--- src/rtl/branch_predictor.sv ---
// rtl/branch_predictor.sv - direct-mapped BTB with 2-bit saturating counters
// Optional BP_STATS_EN adds saturating branch and mispredict counters.
module branch_predictor #(
  parameter int XLEN    = 32,
  parameter int ENTRIES = 16
) (
  input  logic            clk,
  input  logic            rst,
  input  logic [XLEN-1:0] pcF,
  output logic            predTakenF,
  output logic [XLEN-1:0] predTargetF,
  input  logic            updEnE,
  input  logic [XLEN-1:0] pcE,
  input  logic            takenE,
  input  logic [XLEN-1:0] targetE,
  input  logic            predTakenE,
  input  logic [XLEN-1:0] predTargetE,
  output logic            mispredictE,
  output logic [XLEN-1:0] redirectPCE
`ifdef BP_STATS_EN
  ,
  output logic [31:0]     branchCnt,
  output logic [31:0]     mispredCnt
`endif
);

  localparam int IDX_W = $clog2(ENTRIES);
  localparam int TAG_W = XLEN - IDX_W - 2;

  logic             r_valid  [ENTRIES];
  logic [TAG_W-1:0] r_tag    [ENTRIES];
  logic [XLEN-1:0]  r_target [ENTRIES];
  logic [1:0]       r_ctr    [ENTRIES];

  logic [IDX_W-1:0] w_idx_f;
  logic [TAG_W-1:0] w_tag_f;
  logic             w_hit_f;
  logic [IDX_W-1:0] w_idx_e;
  logic [TAG_W-1:0] w_tag_e;
  logic             w_hit_e;
  logic             w_unused_lsb;

  // Instructions are word aligned, so the two low PC bits carry no information.
  assign w_unused_lsb = ^{pcF[1:0], pcE[1:0]};

  assign w_idx_f = pcF[IDX_W+1:2];
  assign w_tag_f = pcF[XLEN-1:IDX_W+2];
  assign w_hit_f = r_valid[w_idx_f] && (r_tag[w_idx_f] == w_tag_f);

  assign predTakenF  = w_hit_f && r_ctr[w_idx_f][1];
  assign predTargetF = predTakenF ? r_target[w_idx_f] : '0;

  assign w_idx_e = pcE[IDX_W+1:2];
  assign w_tag_e = pcE[XLEN-1:IDX_W+2];
  assign w_hit_e = r_valid[w_idx_e] && (r_tag[w_idx_e] == w_tag_e);

  assign mispredictE = updEnE && ((takenE != predTakenE) ||
                                  (takenE && predTakenE && (targetE != predTargetE)));
  assign redirectPCE = takenE ? targetE : (pcE + XLEN'(4));

  // Lookup reads registered state, so a same-cycle update shows up next cycle.
  always_ff @(posedge clk or negedge rst) begin
    if (!rst) begin
      for (int i = 0; i < ENTRIES; i++) begin
        r_valid[i]  <= 1'b0;
        r_tag[i]    <= '0;
        r_target[i] <= '0;
        r_ctr[i]    <= 2'b01;
      end
    end else if (updEnE) begin
      if (w_hit_e) begin
        if (takenE) begin
          if (r_ctr[w_idx_e] != 2'b11) r_ctr[w_idx_e] <= r_ctr[w_idx_e] + 2'b01;
          r_target[w_idx_e] <= targetE;
        end else if (r_ctr[w_idx_e] != 2'b00) begin
          r_ctr[w_idx_e] <= r_ctr[w_idx_e] - 2'b01;
        end
      end else if (takenE) begin
        r_valid[w_idx_e]  <= 1'b1;
        r_tag[w_idx_e]    <= w_tag_e;
        r_target[w_idx_e] <= targetE;
        r_ctr[w_idx_e]    <= 2'b10;
      end
    end
  end

`ifdef BP_STATS_EN
  logic [31:0] r_branch_cnt;
  logic [31:0] r_mispred_cnt;

  always_ff @(posedge clk or negedge rst) begin
    if (!rst) begin
      r_branch_cnt  <= '0;
      r_mispred_cnt <= '0;
    end else begin
      if (updEnE && (r_branch_cnt != 32'hFFFF_FFFF))       r_branch_cnt  <= r_branch_cnt + 32'd1;
      if (mispredictE && (r_mispred_cnt != 32'hFFFF_FFFF)) r_mispred_cnt <= r_mispred_cnt + 32'd1;
    end
  end

  assign branchCnt  = r_branch_cnt;
  assign mispredCnt = r_mispred_cnt;
`endif

endmodule

--- config.mk ---
export PLATFORM = sky130hd
export DESIGN_NAME = branch_predictor
export DESIGN_NICKNAME = d
export VERILOG_FILES = /design/src/rtl/branch_predictor.sv
export SDC_FILE = /design/constraint.sdc
export NUM_CORES = 2
export LEC_CHECK = 0
export CAP_MARGIN = 40
export CORE_ASPECT_RATIO = 1.2
export CORE_MARGIN = 2
export CORE_UTILIZATION = 63
export DETAILED_ROUTE_END_ITERATION = 8
export HOLD_SLACK_MARGIN = 0.05
export PLACE_DENSITY = 0.79
export SLEW_MARGIN = 30
export SYNTH_ARGS = -nofsm -noshare
export SYNTH_HDL_FRONTEND = slang
export SYNTH_SLANG_ARGS = --single-unit
--- constraint.sdc ---
create_clock -name clk -period 10.5 [get_ports clk]
set_clock_uncertainty 0.05 [all_clocks]
set_input_delay 1.05 -clock clk [delete_from_list [all_inputs] [get_ports clk]]
set_output_delay 1.05 -clock clk [all_outputs]
set_load 0.01 [all_outputs]
Yosys cells after proc, flatten, opt, wreduce, memory -nomap -nowiden
Cells that the tools add are included.

word-level totals
  word-level logic and storage cells = 137
  output and inout port bits = 66
  flip-flop bits (word level) = 976

cells by class
  equal/unequal tests = 6
  mux-type cells = 40
  add/sub/neg operators = 3
  order comparisons = 3
  bitwise logic cells = 7
  reductions and logical operators = 14

operators with widths
  cell                     number
  $bwmux W512              1
  $bwmux W416              1
  $mux W32                 10
  $bmux W26 S4             2
  $mux W26                 5
  $bmux W32 S4             1
  $demux W32 S4            1
  $demux W26 S4            1
  $bwmux W32               2
  $eq A26 B26 Y1           2
  $add A32 B3 Y32 const B  1
  $ne A32 B32 Y1           1
  $or A16 B16 Y16          2
  $and A16 B16 Y16         1
  $bmux W2 S4              2
  $not A16 Y16             1
  $ge A5 B5 Y1 const B     2
  $mux W2                  5
  $not A4 Y5               2
  $bmux W1 S4              2
  $demux W2 S4             1
  $logic_and A1 B1 Y1      7
  $reduce_bool A2 Y1       3
  $lt A5 B1 Y1 const B     1
  other kinds (12)         16

Longest topological paths before layout
  depth in word-level cells = 9
  gate-level depth with buffers = 17
  gate-level depth less buffers = 11

Least setup slack after synthesis
OpenSTA, ideal clock, no wires.

  path type = in2out
  from = input pcF[2]
  to = output predTargetF[11]
  arrival = 4.167 ns
  stages on the path = 9
  required time = 9.400 ns
  path slack = 5.233 ns
  path through = buf_2 -> buf_2 -> buf_2 -> clkbuf_1 -> buf_2 -> buf_1 -> mux4_2 -> mux4_2 -> nor2b_1

on the way
  longest elaborated chain between the ends = 8

RTL lines
  what                                          line        RTL
  start, declared                               9           input logic [XLEN-1:0] pcF,
  $not A4 Y5 (implied by the code) *            48, 50, 51
  $bmux W26 S4                                  48          assign w_hit_f = r_valid[w_idx_f] && (r_tag[w_idx_f] == w_tag_f);
  $mux W26 (implied by the code) (2 in series)  48
  $eq A26 B26 Y1                                48
  $logic_and A1 B1 Y1                           48
  $logic_and A1 B1 Y1                           50          assign predTakenF = w_hit_f && r_ctr[w_idx_f][1];
  $mux W32 *                                    51          assign predTargetF = predTakenF ? r_target[w_idx_f] : '0;
  end, declared                                 11          output logic [XLEN-1:0] predTargetF,

Mark *: on every way between the ends. The rest lies on a longest branch, timed or not. The select of a mux whose other input is x is not followed.

Worst setup path after layout
  from = input pcF[3]
  to = output predTargetF[3]

Same word-level chain as after synthesis.

==> results.json <==
{
  "synthDominantCellAreaShare": 0.481,
  "cap_violations": 0,
  "io-pin-count": 199,
  "initial_core_util": 0.633,
  "ant_nets": 0,
  "syn_avg_cell_area_sq_um": 13.7,
  "ys_ff_latch": 976,
  "gr-usage-all-layers": 0.366,
  "cts_sinks": 976,
  "fp-row-count": 113,
  "insertion_delay_ns": 0.68,
  "required_ns": 9.40,
  "die_width_um": 261,
  "cts_setup_buffers": 0,
  "met3_length_mm": 13.9,
  "htreeDepth": 3,
  "grt_max_degree": 196,
  "antenna_found_initial": 6,
  "met2WireLength_mm": 71.4,
  "post_drt_wl_per_cell_um": 30.3,
  "area_growth_pct": 12.5,
  "clk_pin_slew_ns": 0.06,
  "root_buffer": "clkbuf_16",
  "core-area_sq_um": 78900,
  "ys.flop_type": "dfrtp_1",
  "start_kind": "input pin",
  "fillCellCount": 5082,
  "fmax_ghz": 0.143,
  "grt_pass1_vias": 35700,
  "startpoint": "pcF[3]",
  "cp-end-kind": "output port",
  "multi_input_area_sq_um": 24100,
  "fp.dieH_um": 312,
  "setup_viol": 0,
  "tightest_slew_ns": 0.920,
  "port-buffer-count": 196,
  "register_area_sq_um": 24400,
  "p_per_area_nw_per_um2": 189,
  "worstSetupPathType": "in2out",
  "numPlacedInstances": 4629,
  "wirelength_mm": 146,
  "ys_types": 60,
  "synth-seq-area-share": 0.489,
  "finalHoldViolCount": 0,
  "place_hpwl_mm": 87.3,
  "drive_gt1_frac": 0.400,
  "synth_edf_count": 0,
  "dieArea_sq_um": 81600,
  "fin_nets": 3845,
  "gp_congestion": 0.846,
  "period_needed_ns": 7.00,
  "via_per_inst": 6.86,
  "arrival_ns": 5.90,
  "hp-class": "in2async",
  "rsz0062_at_grt": "false",
  "drt_iter0_markers": 3715,
  "grt_overflow_total": 0,
  "ir_worst_vdd_mv": 0.166,
  "synth_area_leader_cell": "dfrtp_1",
  "critical_path_peak_fanout": 38,
  "clk_path_buf_depth": 3,
  "syn_area_sq_um": 50000,
  "layout.cells.non_filler": 4822,
  "first_pass_iters": 6,
  "async_flop_share": 1.00,
  "p_total_mw": 10.6,
  "synth.most_common_cell": "dfrtp_1",
  "maxSlewViolCount": 0,
  "ctsResizeCount": 0,
  "synthTopCellsByArea": "dfrtp_1, mux4_2, mux2_2, nand2_1, clkbuf_1",
  "synth_warnings": 0,
  "hold_buffers": 0,
  "leakagePower_nw": 25.0,
  "synthCells": 3655,
  "wl_met1_mm": 52.4,
  "num_vias": 33100,
  "fin_crit_sh": 0.666,
  "synth_nets": 3795,
  "tns_ns": 0,
  "top_layer": "met5",
  "timing.slew.headroom": 0.382,
  "drc": 0,
  "numCtsBuffers": 98,
  "tritoncts": "built",
  "worstReg2RegStart": "r_tag[140]",
  "grt_pass1_wl_mm": 220,
  "status": "completed",
  "synth_common_cells": "dfrtp_1, mux2_2, nand2_1"
}
registers in the layout (all words and copies together) (netlist names):
register and flops:
r_ctr 32, r_tag 416, r_target 512, r_valid 16
routing by layer:
layer,GRT usage,vias to the layer above
li1,-,13300
met1,0.463,17400
met2,0.588,1911
met3,0.0846,487
met4,0.202,4
met5,0,-
per-stage QoR:
step           worst slack (ns)  hold WS (ns)  area (sq um)   util
2_1_floorplan              5.23         0.391         50000      -
3_3_place_gp               3.41         0.403         52500  0.665
3_5_place_dp               3.55         0.411         52700  0.668
4_1_cts                    3.55         0.425         56000  0.710
5_1_grt                    3.31         0.277         56200  0.712
6_report                   3.50         0.247         56200  0.712
cell usage in the layout, fill, tap and decap left out, types with 5 or more instances in the layout:
master / Yosys / routed
clkdlybuf4s50_1: 0 / 186
nand3_1: 18 / 16
nand2_2: 10 / 17
clkbuf_1: 236 / 26
buf_8: 0 / 5
and2_1: 9 / 6
dfrtp_1: 960 / 960
mux4_2: 398 / 398
clkbuf_16: 0 / 101
buf_6: 3 / 11
and3_1: 18 / 14
nor3_1: 5 / 5
buf_4: 38 / 78
mux2i_1: 70 / 70
dfstp_2: 16 / 16
mux2_4: 6 / 6
a21bo_2: 8 / 8
xor2_1: 46 / 46
mux2_2: 769 / 769
ha_1: 7 / 7
buf_12: 0 / 6
nor2_1: 30 / 26
inv_1: 10 / 10
a22oi_1: 11 / 11
nor2b_1: 41 / 41
o21ai_0: 32 / 32
a21oi_1: 6 / 6
nand2b_1: 13 / 13
o211ai_1: 5 / 5
nand4_1: 30 / 30
nand2_1: 648 / 641
clkbuf_8: 0 / 20
bufinv_16: 0 / 6
or2_2: 6 / 6
xnor2_1: 79 / 79
buf_16: 0 / 9
clkinv_2: 0 / 17
a22oi_2: 5 / 5
kinds of logic after synthesis:
kind of cell / count (synthesis) / synth area share
flip-flops: 976 / 0.489
AND/OR/NAND/NOR: 843 / 0.0721
buffers and inverters: 361 / 0.0311
multiplexers: 1245 / 0.369
XOR/XNOR: 125 / 0.0219
adder cells (fa/ha/maj): 7 / 0.00175
AO/OA/AOI/OAI: 98 / 0.0148
worst paths after layout:
path | depth (start not counted) | slack (ns) | endpoint
setup / recovery | 13 | 3.50 | predTargetF[3]
hold / removal | 1 | 0.25 | r_target[251]
setup reg to reg | 10 | 6.00 | r_tag[334]
hold reg to reg | 2 | 0.42 | r_target[48]
max in group asynchronous | 6 | 7.60 | r_tag[101]
min in group clk | 2 | 0.42 | r_target[48]
critical path, stage by stage:
cell	delay [ns]
buf_6	0.36
buf_16	0.34
buf_4	0.51
buf_16	0.33
mux4_2	0.34
mux4_2	0.52
xnor2_1	0.37
nand4_1	0.13
nor3_1	0.57
nand4_1	0.17
buf_4	0.31
nor2b_1	0.23
clkdlybuf4s50_1	0.56
report_power, final:
part	switching [mW]	total, mW	internal (mW)
clock network	1.51	3.56	2.05
registers	0.481	4.96	4.48
logic	0.879	2.11	1.23
area by class of cell:
cell class,instances,share of cell area
Clock buffer,146,0.0514
Antenna cell,3,0.000134
Tap cell,1035,0.0231
Sequential cell,976,0.435
Timing Repair Buffer,299,0.0543
Clock inverter,33,0.00666
Inverter,12,0.000802
Multi-Input combinational cell,2318,0.429
Note: power is estimated with default switching activity, not from simulation.
